## src/rtl/apb4_arb_pkg.sv

```systemverilog
// Shared constants for the APB4 round-robin master: FSM encodings, bus widths
// and the timeout counter sizing helper.
package apb4_arb_pkg;

    localparam int DATA_W = 32;
    localparam int STRB_W = 4;

    localparam logic [1:0] IDLE   = 2'd0;
    localparam logic [1:0] SETUP  = 2'd1;
    localparam logic [1:0] ACCESS = 2'd2;

    // Wide enough to hold the value TIMEOUT itself.
    function automatic int tmo_width(input int timeout);
        return $clog2(timeout + 1);
    endfunction

endpackage

```

## src/rtl/apb4_rr_pick.sv

```systemverilog
// Combinational round-robin picker: first valid requester at or after ptr,
// wrapping, as both a one-hot grant and a binary index.
module apb4_rr_pick #(
    parameter int NREQ = 4,
    parameter int IW   = $clog2(NREQ)
) (
    input  logic [NREQ-1:0] valid,
    input  logic [IW-1:0]   ptr,
    output logic [NREQ-1:0] grant,
    output logic [IW-1:0]   idx,
    output logic            any
);

    logic [IW:0]   sum;
    logic [IW-1:0] cand;

    always_comb begin
        grant = '0;
        idx   = '0;
        any   = 1'b0;
        sum   = '0;
        cand  = '0;
        for (int k = 0; k < NREQ; k++) begin
            sum = {1'b0, ptr} + (IW + 1)'(k);
            if (sum >= (IW + 1)'(NREQ)) begin
                sum = sum - (IW + 1)'(NREQ);
            end
            cand = sum[IW-1:0];
            if (!any && valid[cand]) begin
                any         = 1'b1;
                idx         = cand;
                grant[cand] = 1'b1;
            end
        end
    end

endmodule

```

## src/rtl/apb4_master_arb.sv

```systemverilog
// Round-robin arbiter plus APB4 master sequencer sharing one register slave.
// Define APB4_MASTER_ARB_TIMEOUT_EN to abort ACCESS phases stuck for TIMEOUT cycles.
module apb4_master_arb
    import apb4_arb_pkg::*;
#(
    parameter int NREQ      = 4,
    parameter int ADDRWIDTH = 12,
    parameter int TIMEOUT   = 16
) (
    input  logic                      pclk,
    input  logic                      preset,
    input  logic [NREQ-1:0]           req_valid,
    output logic [NREQ-1:0]           req_ready,
    input  logic [NREQ-1:0]           req_write,
    input  logic [NREQ*ADDRWIDTH-1:0] req_addr,
    input  logic [NREQ*DATA_W-1:0]    req_wdata,
    input  logic [NREQ*STRB_W-1:0]    req_strb,
    output logic [NREQ-1:0]           rsp_valid,
    output logic [DATA_W-1:0]         rsp_rdata,
    output logic                      rsp_err,
    output logic                      psel,
    output logic                      penable,
    output logic                      pwrite,
    output logic [ADDRWIDTH-1:0]      paddr,
    output logic [DATA_W-1:0]         pwdata,
    output logic [STRB_W-1:0]         pstrb,
    input  logic [DATA_W-1:0]         prdata,
    input  logic                      pready,
    input  logic                      pslverr
);

    localparam int IW = $clog2(NREQ);

    if (NREQ < 2 || NREQ > 8 || TIMEOUT < 1) begin : g_bad_cfg
        $error("apb4_master_arb: NREQ must be 2..8 and TIMEOUT at least 1");
    end

    logic [1:0]           state;
    logic [IW-1:0]        rr_ptr;
    logic [IW-1:0]        grant_idx;
    logic [IW-1:0]        next_ptr;
    logic [IW-1:0]        pick_ptr;
    logic [IW-1:0]        pick_idx;
    logic [NREQ-1:0]      pick_onehot;
    logic                 pick_any;
    logic                 done;
    logic                 launch;
    logic                 timeout_hit;
    logic                 sel_write;
    logic [ADDRWIDTH-1:0] sel_addr;
    logic [DATA_W-1:0]    sel_wdata;
    logic [STRB_W-1:0]    sel_strb;

    // On completion the pointer moves past the finishing requester, and a
    // back-to-back pick must already see that advanced pointer.
    assign next_ptr = (grant_idx == IW'(NREQ - 1)) ? '0 : grant_idx + IW'(1);
    assign pick_ptr = (state == ACCESS) ? next_ptr : rr_ptr;
    assign done     = (state == ACCESS) && pready && !timeout_hit;
    assign launch   = pick_any && ((state == IDLE) || done);

    apb4_rr_pick #(.NREQ(NREQ), .IW(IW)) u_pick (
        .valid (req_valid),
        .ptr   (pick_ptr),
        .grant (pick_onehot),
        .idx   (pick_idx),
        .any   (pick_any)
    );

    always_comb begin
        sel_write = 1'b0;
        sel_addr  = '0;
        sel_wdata = '0;
        sel_strb  = '0;
        for (int i = 0; i < NREQ; i++) begin
            if (pick_idx == IW'(i)) begin
                sel_write = req_write[i];
                sel_addr  = req_addr[i*ADDRWIDTH +: ADDRWIDTH];
                sel_wdata = req_wdata[i*DATA_W +: DATA_W];
                sel_strb  = req_strb[i*STRB_W +: STRB_W];
            end
        end
    end

`ifdef APB4_MASTER_ARB_TIMEOUT_EN
    localparam int TW = tmo_width(TIMEOUT);
    logic [TW-1:0] tmo_cnt;

    always_ff @(posedge pclk) begin
        if (preset || state != ACCESS) begin
            tmo_cnt <= '0;
        end else if (!pready) begin
            tmo_cnt <= tmo_cnt + TW'(1);
        end
    end

    // Fires on the TIMEOUT-th stalled ACCESS cycle.
    assign timeout_hit = (state == ACCESS) && !pready && (tmo_cnt == TW'(TIMEOUT - 1));
`else
    assign timeout_hit = 1'b0;
`endif

    always_ff @(posedge pclk) begin
        if (preset) begin
            state     <= IDLE;
            rr_ptr    <= '0;
            grant_idx <= '0;
            req_ready <= '0;
            rsp_valid <= '0;
            rsp_rdata <= '0;
            rsp_err   <= 1'b0;
            psel      <= 1'b0;
            penable   <= 1'b0;
            pwrite    <= 1'b0;
            paddr     <= '0;
            pwdata    <= '0;
            pstrb     <= '0;
        end else begin
            req_ready <= '0;
            rsp_valid <= '0;
            case (state)
                SETUP: begin
                    penable <= 1'b1;
                    state   <= ACCESS;
                end
                ACCESS: begin
                    if (timeout_hit) begin
                        rsp_valid[grant_idx] <= 1'b1;
                        rsp_rdata            <= '0;
                        rsp_err              <= 1'b1;
                        rr_ptr               <= next_ptr;
                        psel                 <= 1'b0;
                        penable              <= 1'b0;
                        state                <= IDLE;
                    end else if (pready) begin
                        rsp_valid[grant_idx] <= 1'b1;
                        rsp_rdata            <= pwrite ? '0 : prdata;
                        rsp_err              <= pslverr;
                        rr_ptr               <= next_ptr;
                        if (!launch) begin
                            psel    <= 1'b0;
                            penable <= 1'b0;
                            state   <= IDLE;
                        end
                    end
                end
                default: begin
                    psel    <= 1'b0;
                    penable <= 1'b0;
                end
            endcase

            // Shared by the IDLE start and the back-to-back restart.
            if (launch) begin
                state     <= SETUP;
                psel      <= 1'b1;
                penable   <= 1'b0;
                grant_idx <= pick_idx;
                req_ready <= pick_onehot;
                pwrite    <= sel_write;
                paddr     <= sel_addr;
                if (sel_write) begin
                    pwdata <= sel_wdata;
                    pstrb  <= sel_strb;
                end else begin
                    pstrb  <= '0;
                end
            end
        end
    end

endmodule
```

## config.mk

```make
export PLATFORM = sky130hd
export DESIGN_NAME = apb4_master_arb
export DESIGN_NICKNAME = d
export VERILOG_FILES = /design/src/rtl/apb4_arb_pkg.sv /design/src/rtl/apb4_rr_pick.sv /design/src/rtl/apb4_master_arb.sv
export SDC_FILE = /design/constraint.sdc
export NUM_CORES = 1
export LEC_CHECK = 0
export ABC_CLOCK_PERIOD_IN_PS = 8200
export BUFFER_PORTS_ARGS = -buffer_cell sky130_fd_sc_hd__buf_4
export CAP_MARGIN = 20
export CELL_PAD_IN_SITES_DETAIL_PLACEMENT = 0
export CELL_PAD_IN_SITES_GLOBAL_PLACEMENT = 1
export CORE_ASPECT_RATIO = 0.7
export CORE_UTILIZATION = 35
export CTS_BUF_LIST = sky130_fd_sc_hd__clkbuf_4 sky130_fd_sc_hd__clkbuf_8
export CTS_CLUSTER_SIZE = 24
export DETAILED_ROUTE_END_ITERATION = 6
export PLACE_DENSITY = 0.9
export SLEW_MARGIN = 20
export SYNTH_ARGS = -nofsm -noshare
export SYNTH_HDL_FRONTEND = slang
export SYNTH_HIERARCHICAL = 1
export SYNTH_SLANG_ARGS = --single-unit
```

## constraint.sdc

```tcl
create_clock -name pclk -period 8.2 [get_ports pclk]
set_input_delay 2.46 -clock pclk [delete_from_list [all_inputs] [get_ports pclk]]
set_output_delay 2.46 -clock pclk [all_outputs]
set_load 0.05 [all_outputs]
```

# Word-level counts from Yosys, hierarchy flattened

Index checks and enable logic that the tools add are counted.

Add/sub/neg operators: 8
Magnitude comparators: 14
Equal/unequal tests: 9
Muxes and demuxes: 61
Bitwise logic cells: 6
Reduce and logical (&&, ||, !) cells: 26

Operators by type and width:

| cell                                                                                | count |
|---|---|
| 32-bit 2-to-1 mux                                                                   | 5 |
| 12-bit 2-to-1 mux                                                                   | 4 |
| 4-bit 2-to-1 mux                                                                    | 9 |
| 2-bit 2-to-1 mux                                                                    | 11 |
| 1-bit 2-to-1 mux                                                                    | 20 |
| 2-bit by 3-bit < comparator with 1-bit output, second input constant                | 5 |
| 4-bit bitwise OR                                                                    | 3 |
| 1-bit demux with 2-bit select                                                       | 5 |
| 2-bit by 1-bit greater-or-equal comparator with 1-bit output, second input constant | 5 |
| 1-bit logical AND                                                                   | 10 |
| 2-bit AND reduction                                                                 | 5 |
| 3-bit greater-or-equal comparator, second input constant                            | 3 |
| 1-bit binary-select mux with 2-bit select                                           | 4 |
| 2-bit == test, second input constant                                                | 4 |
| 2-bit by 1-bit subtractor with 2-bit output, second input constant                  | 4 |
| 2-bit by 2-bit adder with 3-bit output, second input constant                       | 2 |
| 2-bit by 1-bit == test with 1-bit output, second input constant                     | 2 |
| 2-bit logical NOT                                                                   | 2 |
| 2-bit inequality test, second input constant                                        | 2 |
| 1-bit one-hot mux with 2 select lines                                               | 2 |
| 2-bit one-hot mux with 2 select lines                                               | 1 |
| 2-bit OR reduction                                                                  | 2 |
| 2-bit by 1-bit adder with 3-bit output, second input constant                       | 1 |
| 2-bit by 3-bit greater-or-equal comparator with 1-bit output, second input constant | 1 |
| 8 further kinds                                                                     | 12 |

Register bits after elaboration: 98
Logic and storage cells: 138

# Depth between registers and ports, before layout

Gate-level depths: netlist of the first run.

Depth in word-level cells: 23
Mapped depth: 17

# Cells and area by module

The synthesis of the first run kept the hierarchy.

Modules (own cells, without submodules):

| module          | times used | cells each | area an instance (µm²) | sequential area each (µm²) |
|---|---|---|---|---|
| apb4_master_arb | 1          | 417        | 4914.7                 | 1961.9 |
| apb4_rr_pick    | 1          | 45         | 421.7                  | 0.0 |

# Least setup slack after synthesis of the first run

No wires, ideal clock.

Path type: input port to flip-flop
Start: in req_valid[2]
End: reg paddr[10]
Library setup time: 0.132 ns
Arrival time: 4.624 ns
Path slack: 3.444 ns
Stages on the path: 11
Buffers on the path: 4
Cell sequence: mux4_2 > buf_6 > and2b_2 > o21ai_0 > o31ai_1 > buf_6 > buf_4 > buf_6 > mux4_2 > nand3_1 > a21oi_1

Cells in the longest elaborated chain, start to end: 17
Elaborated cells between the ends (all ways): 31
Classes of those cells: eq/ne (3); mux (20); reduce/logical (8)

RTL lines:

| what                                      | line                   | text |
|---|---|---|
| from (decl)                               | apb4_master_arb.sv:12  | `input logic [NREQ-1:0] req_valid,` |
| 1-bit binary-select mux with 2-bit select | apb4_rr_pick.sv:29     | `if (!any && valid[cand]) begin` |
| 1-bit 2-to-1 mux (not written as such)    | apb4_rr_pick.sv:29     |  |
| 1-bit 2-to-1 mux                          | apb4_rr_pick.sv:29     |  |
| 1-bit logical NOT                         | apb4_rr_pick.sv:29     |  |
| 1-bit logical AND                         | apb4_rr_pick.sv:29     |  |
| 1-bit 2-to-1 mux                          | apb4_rr_pick.sv:29     |  |
| 1-bit logical NOT                         | apb4_rr_pick.sv:29     |  |
| 1-bit logical AND                         | apb4_rr_pick.sv:29     |  |
| 1-bit 2-to-1 mux                          | apb4_rr_pick.sv:29     |  |
| 1-bit logical NOT                         | apb4_rr_pick.sv:29     |  |
| 1-bit logical AND                         | apb4_rr_pick.sv:29     |  |
| 2-bit 2-to-1 mux *                        | apb4_rr_pick.sv:29     |  |
| via pick_idx[0]                           | apb4_master_arb.sv:43  | `logic [IW-1:0] pick_idx;` |
| 2-bit logical NOT                         | apb4_master_arb.sv:75  | `if (pick_idx == IW'(i)) begin` |
| 12-bit 2-to-1 mux (3 in a row)            | apb4_master_arb.sv:75  |  |
| 12-bit 2-to-1 mux *                       | apb4_master_arb.sv:75  |  |
| to (signal assigned)                      | apb4_master_arb.sv:160 | `paddr <= sel_addr;` |
| to (decl)                                 | apb4_master_arb.sv:24  | `output logic [ADDRWIDTH-1:0] paddr,` |

Mark *: on every way through the listed nets, which the timed path passes. The rest lies on a longest branch. The select of a mux whose other input is x is not followed.
A chain may end at the register's enable or synchronous reset.

# Worst setup path in the final report of the first run

Start: in req_valid[3]
End: reg pwdata[8]

Cells in the longest elaborated chain, start to end: 18
Elaborated cells between the ends (all ways): 36
Classes of those cells: eq/ne (3); mux (24); reduce/logical (9)

RTL lines:

| what                                      | line                   | text |
|---|---|---|
| 1-bit binary-select mux with 2-bit select | apb4_rr_pick.sv:29     |  |
| 1-bit 2-to-1 mux (not written as such)    | apb4_rr_pick.sv:29     |  |
| 1-bit 2-to-1 mux                          | apb4_rr_pick.sv:29     |  |
| 1-bit logical NOT                         | apb4_rr_pick.sv:29     |  |
| 1-bit logical AND                         | apb4_rr_pick.sv:29     |  |
| 1-bit 2-to-1 mux                          | apb4_rr_pick.sv:29     |  |
| 1-bit logical NOT                         | apb4_rr_pick.sv:29     |  |
| 1-bit logical AND                         | apb4_rr_pick.sv:29     |  |
| 1-bit 2-to-1 mux                          | apb4_rr_pick.sv:29     |  |
| 1-bit logical NOT                         | apb4_rr_pick.sv:29     |  |
| 1-bit logical AND                         | apb4_rr_pick.sv:29     |  |
| 2-bit 2-to-1 mux *                        | apb4_rr_pick.sv:29     |  |
| via pick_idx[1]                           | apb4_master_arb.sv:43  |  |
| 2-bit logical NOT                         | apb4_master_arb.sv:75  |  |
| 1-bit 2-to-1 mux (4 in a row)             | apb4_master_arb.sv:75  |  |
| 2-bit AND reduction (no source line)      | --                     |  |
| to (signal assigned)                      | apb4_master_arb.sv:162 | `pwdata <= sel_wdata;` |
| to (decl)                                 | apb4_master_arb.sv:25  | `output logic [DATA_W-1:0] pwdata,` |

Marked as above.

==> impl_metrics.toml, run 1 <==
[run_status]
status = "finished, final reports clean"

[sta]
setup_tns_ns = 0
hold_ws_ns = 0.479
timing.max_slew.rel_slack_pct = 49.6
grt_setup_unrepaired = "no"
slew_violations = 0
clock_skew_ns = 0.0197
fmax_mhz = 187
tightestPinTransition_ns = 0.756
min_period_over_period_pct = 65.0
setup_viol = 0
fin_crit_ns = 5.33
hold_viol = 0

[route]
via_per_inst = 5.16
vias = 4970
top_layer_used = "met4"
drtIter0Drc = 219
drc = 0
routed_wl_um = 17300
routedLengthMet1_um = 6800
met3_length_um = 1730
wl_met2_um = 8610
dr.pass1.iters = 6
wire_per_inst_um = 18.0
ant_nets = 0

[floorplanning]
coreArea_mm2 = 0.0148
die_h_um = 105
pin_count = 328
die_x_um = 150
die-area_mm2 = 0.0158
rows = 37
initial_core_util_pct = 36.0

[run]
drv_cap = 0

[clocking]
clk_pin_slew_worst_paths_ns = 0.09
clock_tree.root_cell = "clkbuf_8"
cts_setup_buffers = 0
hold_buffers = 0
clockBufferDepth = 2
cts_tree = "built"
cts_sinks = 98
clkLatencyLatePin_ns = 0.38
htree_levels = 3
cts_resized = 0
cts_buffers = 9

[synth]
syn_avg_cell_area_um2 = 11.6
ys_seq_area_share_pct = 36.8
synthDistinctLibCells = 39
ys_seq_elements = 98
syn_inst = 462
synth_warnings = 6
netlist_area_mm2 = 0.00534
syn_nets = 707

[setup_path]
reg2reg_from = "state[1]"
r2r_slack_ns = 3.48
ff2ff_path_depth = 12
critPathKind = "in2reg"
required_ns = 8.49
cp.arrival_ns = 5.62
end_kind = "flip-flop"
r2r_end = "pwdata[8]"
path_max_fanout = 50
startpoint_type = "primary input"

[worst_hold_path]
min_path_cells = 2
min_from = "paddr[1]"
hp-class = "reg2reg"
hold_end = "paddr[1]"

[grt]
grt_pass1_vias = 4805
grt_max_degree = 92
grt_first_pass_wirelength_um = 25600
track_usage_pct = 21.2
antenna_found_initial = 0
overflow = 0

[power_and_ir_drop]
sw_frac_of_total_pct = 44.7
p_seq_share_pct = 27.7
pwr-share-clk_pct = 13.4
power.switching_w = 0.00104
powerDensity_mw_per_mm2 = 290
peakVddDrop_mv = 0.115
combPwrFrac_pct = 58.9
internal_power_w = 0.00129
p_leak_nw = 3.65

[cells_and_area]
fin_cells = 964
layout.nets = 1009
antennaDiodeCount = 0
drive_gt1_share_pct = 53.7
area_growth_pct = 50.9

[placed_design]
hpwlAfterDp_um = 13700
io_buffers = 327
dp.cells = 946
place_congestion = 0.884
worst max-delay path: stages:
cell	delay, ns
buf_4	0.13
mux4_2	0.63
nor4b_4	0.46
nor2_1	0.10
a32o_2	0.24
buf_4	0.31
mux4_2	0.42
nand3_4	0.51
mux2i_1	0.33
Yosys cell counts:
master,n,share of area [%]
dfxtp_1,98,37
nand2b_1,69,8.1
mux4_2,51,22
a22o_1,34,5.6
mux2i_1,34,6.4
o21ai_0,24,2.3
a21oi_1,23,2.2
clkbuf_1,20,1.4
nand3_1,15,1.4
buf_2,12,1.1
a22oi_1,9,1.3
ha_1,9,2.1
and2_1,8,0.94
nor2_1,6,0.42
inv_1,5,0.35
buf_6,4,0.84
nand4_1,4,0.47
nor2b_1,4,0.47
buf_12,3,1.1
mux2_2,3,0.63
nand2_1,3,0.21
nand3b_1,3,0.42
buf_1,2,0.14
buf_4,2,0.28
mux4_1,2,0.98
nor3_1,2,0.19
a21oi_2,1,0.16
a32o_1,1,0.19
and2b_2,1,0.16
clkbuf_2,1,0.094
nand3_4,1,0.33
nor3_2,1,0.19
nor4_1,1,0.12
nor4b_4,1,0.45
o211ai_1,1,0.14
o21a_1,1,0.14
o21ba_2,1,0.19
o221ai_1,1,0.16
o31ai_1,1,0.14
routing by layer:
| layer | global-route usage (%) | vias to the layer above |
|---|---|---|
| li1 | - | 2340 |
| met1 | 26.3 | 2364 |
| met3 | 5.32 | 18 |
| met5 | 0 | - |
| met4 | 5.17 | 0 |
| met2 | 36.4 | 248 |
worst max path at each step:
stage	start	to	slack (ns)	cells past startpoint
2_1_floorplan	req_valid[2]	paddr[10]	3.44	11
3_3_place_gp	req_valid[0]	pwdata[6]	2.19	9
3_5_place_dp	req_valid[0]	pwdata[3]	2.13	9
4_1_cts	req_valid[0]	pwdata[3]	2.56	9
5_1_grt	req_valid[3]	pwdata[18]	2.73	9
6_report	req_valid[3]	pwdata[8]	2.87	9
power by group through the flow:
stage / Clock (W) / Sequential [W] / Combinational [W]
5_1_grt: 0.000340 / 0.000660 / 0.00146
3_5_place_dp: 0 / 0.000656 / 0.00138
2_1_floorplan: 0 / 0.000984 / 0.000701
3_3_place_gp: 0 / 0.000654 / 0.00136
6_report: 0.000312 / 0.000647 / 0.00138
4_1_cts: 0.000324 / 0.000647 / 0.00138
flip-flops by register name (all words and copies together), names as in the netlist:
name / count
psel: 1
pstrb: 4
state: 2
pwrite: 1
paddr: 12
penable: 1
rsp_err: 1
rr_ptr: 2
rsp_valid: 4
pwdata: 32
grant_idx: 2
req_ready: 4
rsp_rdata: 32
metrics by stage:
step | utilization (%) | total power [W] | setup WS [ns] | instance area (um2)
2_1_floorplan | - | 0.00168 | 3.44 | 5340
3_3_place_gp | 52.9 | 0.00202 | 2.19 | 7830
3_5_place_dp | 52.9 | 0.00204 | 2.13 | 7830
4_1_cts | 54.2 | 0.00235 | 2.56 | 8030
5_1_grt | 54.4 | 0.00246 | 2.73 | 8060
6_report | 54.4 | 0.00233 | 2.87 | 8060
layout make-up:
| class | instances | area (um2) |
|---|---|---|
| Clock buffer | 10 | 138 |
| Clock inverter | 6 | 57.6 |
| Fill cell | 1316 | 6760 |
| Inverter | 5 | 18.8 |
| Multi-Input combinational cell | 315 | 3110 |
| Sequential cell | 98 | 1960 |
| Tap cell | 195 | 244 |
| Timing Repair Buffer | 335 | 2530 |
kinds of logic (layout without fill, tap and decap cells):
group	Yosys count	after routing	synth area share, %
AO/OA/AOI/OAI	97	97	12.4
adder cells (fa/ha/maj)	9	9	2.11
buffers and inverters	49	356	5.37
flip-flops	98	98	36.8
multiplexers	90	90	29.5
AND/OR/NAND/NOR	119	119	13.9
placed cells by master (no fill, tap or decap), types with 5 or more instances in the layout:
cell      instances
a22oi_1           9
mux4_2           51
a21oi_1          23
inv_1             5
nand3_1          15
dfxtp_1          98
nor2_1            6
clkbuf_8         10
mux2i_1          34
a22o_1           34
o21ai_0          24
buf_4           333
nand2b_1         69
and2_1            8
ha_1              9
Power figures use the tool's default switching activity.
==> run 2: changes to the inputs <==
ABC_CLOCK_PERIOD_IN_PS = 4850   (was 8200)
CORE_UTILIZATION = 29   (was 35)
PLACE_DENSITY = 0.8   (was 0.9)
clock period = 4.85 ns   (was 8.2 ns; I/O delays follow)
==> run 2 against run 1 <==
Clock-buffer cell count unchanged; highest routed layer unchanged; global-route usage decreased by 2.9 points; critical path depth increased by 3; sequential share of layout area decreased by 0.24 points; sequential cell count unchanged; clock power increased by 79%.
==> impl_metrics.toml, run 2 (synthesis results as in run 1) <==
[sta]
timing.max_slew.rel_slack_pct = 41.0
fmax_mhz = 237
min_period_over_period_pct = 87.2
fin_crit_ns = 4.23
setup_tns_ns = 0
setup_viol = 0
tightestPinTransition_ns = 0.886
grt_setup_unrepaired = "no"
clock_skew_ns = 0.0160
slew_violations = 0
hold_viol = 0

[cells_and_area]
nFillCells = 1738
most-common-layout-cells = "buf_4, dfxtp_1, nand2b_1"
multi_input_area_mm2 = 0.00311
antennaDiodeCount = 0
drive_gt1_share_pct = 53.8
fin_cells = 1006
layout.nets = 1010
ff_latch_area_mm2 = 0.00196
reg.largest.list = "pwdata: 32 flops, rsp_rdata: 32 flops, paddr: 12 flops"
area_growth_pct = 52.5
mostFrequentLayoutCell = "buf_4"
final_util_pct = 45.2

[clocking]
cts_tree = "built"
hold_buffers = 0
cts_sinks = 98
clock_tree.root_cell = "clkbuf_8"
cts_resized = 0
cts_setup_buffers = 0
htree_levels = 3
cts_buffers = 9
clkLatencyLatePin_ns = 0.38
clockBufferDepth = 2
clk_pin_slew_worst_paths_ns = 0.10

[power_and_ir_drop]
power.switching_w = 0.00176
p_seq_share_pct = 27.2
internal_power_w = 0.00224
p_leak_nw = 3.66
powerDensity_mw_per_mm2 = 491
pwr-share-clk_pct = 13.9
combPwrFrac_pct = 58.8
peakVddDrop_mv = 0.280
sw_frac_of_total_pct = 44.0

[route]
via_per_inst = 4.88
dr.pass1.iters = 4
drc = 0
routed_wl_um = 17900
ant_nets = 0
drtIter0Drc = 246
vias = 4912
wire_per_inst_um = 17.8

[setup_path]
r2r_end = "pwdata[14]"
r2r_slack_ns = 0.62
reg2reg_from = "state[1]"
path_max_fanout = 13
end_kind = "flip-flop"
startpoint_type = "flip-flop"
cp.arrival_ns = 4.54
critPathKind = "reg2reg"
required_ns = 5.16
ff2ff_path_depth = 12

[floorplanning]
die_x_um = 164
pin_count = 328
coreArea_mm2 = 0.0180
initial_core_util_pct = 29.6
rows = 41
die-area_mm2 = 0.0190
die_h_um = 115

[placed_design]
dp.cells = 990
hpwlAfterDp_um = 14000
io_buffers = 327
place_congestion = 0.866

[grt]
grt_pass1_vias = 4709
grt_first_pass_wirelength_um = 26200
overflow = 0
grt_max_degree = 92
track_usage_pct = 18.3
antenna_found_initial = 0

[run]
drv_cap = 0

[worst_hold_path]
min_path_cells = 2
hold_end = "rsp_err"
min_from = "rsp_err"
hp-class = "reg2reg"

[run_status]
status = "finished, final reports clean"
## run 2: how the worst max path moves through the flow
stage                            start          to  slack, ns  depth (start not counted)
final                         state[1]  pwdata[14]       0.62                         12
after global routing          state[1]   pwdata[6]       0.32                         12
after CTS                     state[1]   pwdata[8]       0.59                         12
after detailed placement  req_valid[0]  pwdata[14]       0.52                          9
after global placement    req_valid[0]  pwdata[12]       0.62                          9
after floorplan               state[1]   paddr[10]       1.09                         17
## run 2: layer usage
layer	wire (um)	GRT usage [%]	vias to the layer above
met3	1460	4.83	13
li1	-	-	2342
met4	166	4.51	0
met5	0	0	-
met2	8290	28.3	223
met1	7970	25.3	2334
## run 2: critical path, stage by stage, from the launching register on
cell	delay [ns]
dfxtp_1	0.47
nor2b_1	0.37
mux2_2	0.45
inv_1	0.12
ha_1	0.37
mux4_2	0.44
and2b_2	0.31
o21ai_0	0.14
o31ai_4	0.13
mux4_2	0.64
nand3_4	0.22
buf_4	0.28
mux2i_1	0.21
## run 2: area by class of cell
| class | count | area share [%] |
|---|---|---|
| clock inverter | 6 | 0.892 |
| inverter | 5 | 0.231 |
| multi-input combinational | 315 | 38.2 |
| tap | 236 | 3.63 |
| clock buffer | 10 | 1.61 |
| timing repair buffer | 336 | 31.3 |
| sequential | 98 | 24.1 |
## run 2: per-stage QoR
stage	setup slack (ns)	cell area (um2)	hold slack, ns	power (W)
finish	0.623	8140	0.474	0.00399
global route	0.318	8140	0.503	0.00422
CTS	0.587	8140	0.483	0.00406
detailed placement	0.517	7930	0.466	0.00349
global placement	0.619	7930	0.461	0.00348
floorplan	1.09	5340	0.445	0.00285
## run 2: power by group through the flow
| stage | sequential [W] | clock, W | combinational (W) |
|---|---|---|---|
| finish | 0.00109 | 0.000557 | 0.00235 |
| global route | 0.00111 | 0.000611 | 0.00250 |
| CTS | 0.00109 | 0.000583 | 0.00238 |
| detailed placement | 0.00110 | 0 | 0.00238 |
| global placement | 0.00110 | 0 | 0.00238 |
| floorplan | 0.00166 | 0 | 0.00118 |
==> run 3: changes to the inputs <==
CELL_PAD_IN_SITES_DETAIL_PLACEMENT = default   (was 0)
CELL_PAD_IN_SITES_GLOBAL_PLACEMENT = default   (was 1)
CORE_AREA = 2 2 126 128   (was default)
CORE_ASPECT_RATIO = default   (was 0.7)
CORE_UTILIZATION = default   (was 29)
DIE_AREA = 0 0 128 130   (was default)
PLACE_DENSITY = 0.72   (was 0.8)
==> run 3 against run 2 <==
Sequential power about the same; setup slack improved by 0.017 ns; clock-buffer cell count decreased by 1; clock skew decreased by 0.0057 ns; highest routed layer unchanged; clock power decreased by 4.8%; largest power group unchanged; die area decreased by 12%; cell count decreased by 4.6%; global-route usage increased by 0.64 points.
==> impl_metrics.toml, run 3 (synthesis results as in run 1) <==
[run_status]
status = "finished, final reports clean"

[placed_design]
place_congestion = 0.839
place_area_mm2 = 0.00786
hpwlAfterDp_um = 12700
io_buffers = 327

[setup_path]
required_ns = 5.16
cp.arrival_ns = 4.52
critPathKind = "reg2reg"
path_max_fanout = 22
end_kind = "flip-flop"
startpoint_type = "flip-flop"
r2r_slack_ns = 0.64

[cells_and_area]
ff_latch_area_mm2 = 0.00196
nFillCells = 1415
mostFrequentLayoutCell = "buf_4"
reg.largest.list = "pwdata: 32 flops, rsp_rdata: 32 flops, paddr: 12 flops"
drive_gt1_share_pct = 53.6
antennaDiodeCount = 0
area_growth_pct = 51.0
multi_input_area_mm2 = 0.00311
final_util_pct = 52.2
layout.nets = 1008
fin_area_mm2 = 0.00806
most-common-layout-cells = "buf_4, dfxtp_1, nand2b_1"

[grt]
grt_pass1_vias = 4757
overflow = 0
grt_max_degree = 92
track_usage_pct = 18.9
grt_first_pass_wirelength_um = 24600
antenna_found_initial = 0

[route]
wire_per_inst_um = 17.4
drtIter0Drc = 299
via_per_inst = 5.15
drc = 0
ant_nets = 0
routed_wl_um = 16700
vias = 4943
dr.pass1.iters = 4

[sta]
setup_tns_ns = 0
tightestPinTransition_ns = 0.849
slew_violations = 0
setup_viol = 0
hold_ws_ns = 0.482
clock_skew_ns = 0.0104
timing.max_slew.rel_slack_pct = 43.4
fmax_mhz = 238
grt_setup_unrepaired = "no"
min_period_over_period_pct = 86.8
fin_crit_ns = 4.21
hold_viol = 0

[worst_hold_path]
hp-class = "reg2reg"

[clocking]
cts_setup_buffers = 0
clockBufferDepth = 2
htree_levels = 3
clkLatencyLatePin_ns = 0.38
cts_resized = 0
cts_buffers = 9
clock_tree.root_cell = "clkbuf_8"
cts_sinks = 98
hold_buffers = 0
cts_tree = "built"
clk_pin_slew_worst_paths_ns = 0.11

[floorplanning]
pin_count = 328
die-area_mm2 = 0.0166
coreArea_mm2 = 0.0154
rows = 46
initial_core_util_pct = 34.6
die_h_um = 130
die_x_um = 128

[power_and_ir_drop]
power_w = 0.00394
powerDensity_mw_per_mm2 = 489
peakVddDrop_mv = 0.320
p_leak_nw = 3.65

[run]
drv_cap = 0
## run 3: final timing paths
check,from,to,cells after the start
hold reg to reg,paddr[6],paddr[6],2
hold / removal,paddr[6],paddr[6],2
setup / recovery,state[1],pwdata[21],12
setup reg to reg,state[1],pwdata[21],12
## run 3: report_power, final
group / switching (W) / internal [W]
Clock: 0.000329 / 0.000201
Combinational: 0.00132 / 0.000998
Sequential: 0.000106 / 0.000982
## run 3: critical path, stage by stage (launching register included)
cell and delay (ns):
dfxtp_1 0.48, nor2b_1 0.35, mux2_2 0.44, inv_1 0.12
ha_1 0.37, mux4_2 0.44, and2b_2 0.30, o21ai_0 0.13
o31ai_4 0.13, mux4_2 0.65, nand3_4 0.27, buf_12 0.24
mux2i_1 0.20
## run 3: layer usage
metal | track usage (%) | part of all wire (%) | up-vias
met2 | 33.6 | 52 | 234
met4 | 6.27 | 1.6 | 0
li1 | - | - | 2343
met3 | 5.78 | 8.6 | 21
met5 | 0 | 0 | -
met1 | 21.9 | 38 | 2345
## run 3: layout make-up
type / instances / area share [%]
Clock buffer: 9 / 1.54
Clock inverter: 7 / 0.870
Inverter: 5 / 0.233
Multi-Input combinational cell: 315 / 38.6
Sequential cell: 98 / 24.4
Tap cell: 192 / 2.98
Timing Repair Buffer: 334 / 31.4
## run 3: per-stage QoR
step / setup WS [ns] / instances
after floorplan: 1.09 / 462
after global placement: 0.637 / 944
after detailed placement: 0.560 / 944
after CTS: 0.621 / 960
after global routing: 0.331 / 960
final: 0.640 / 960
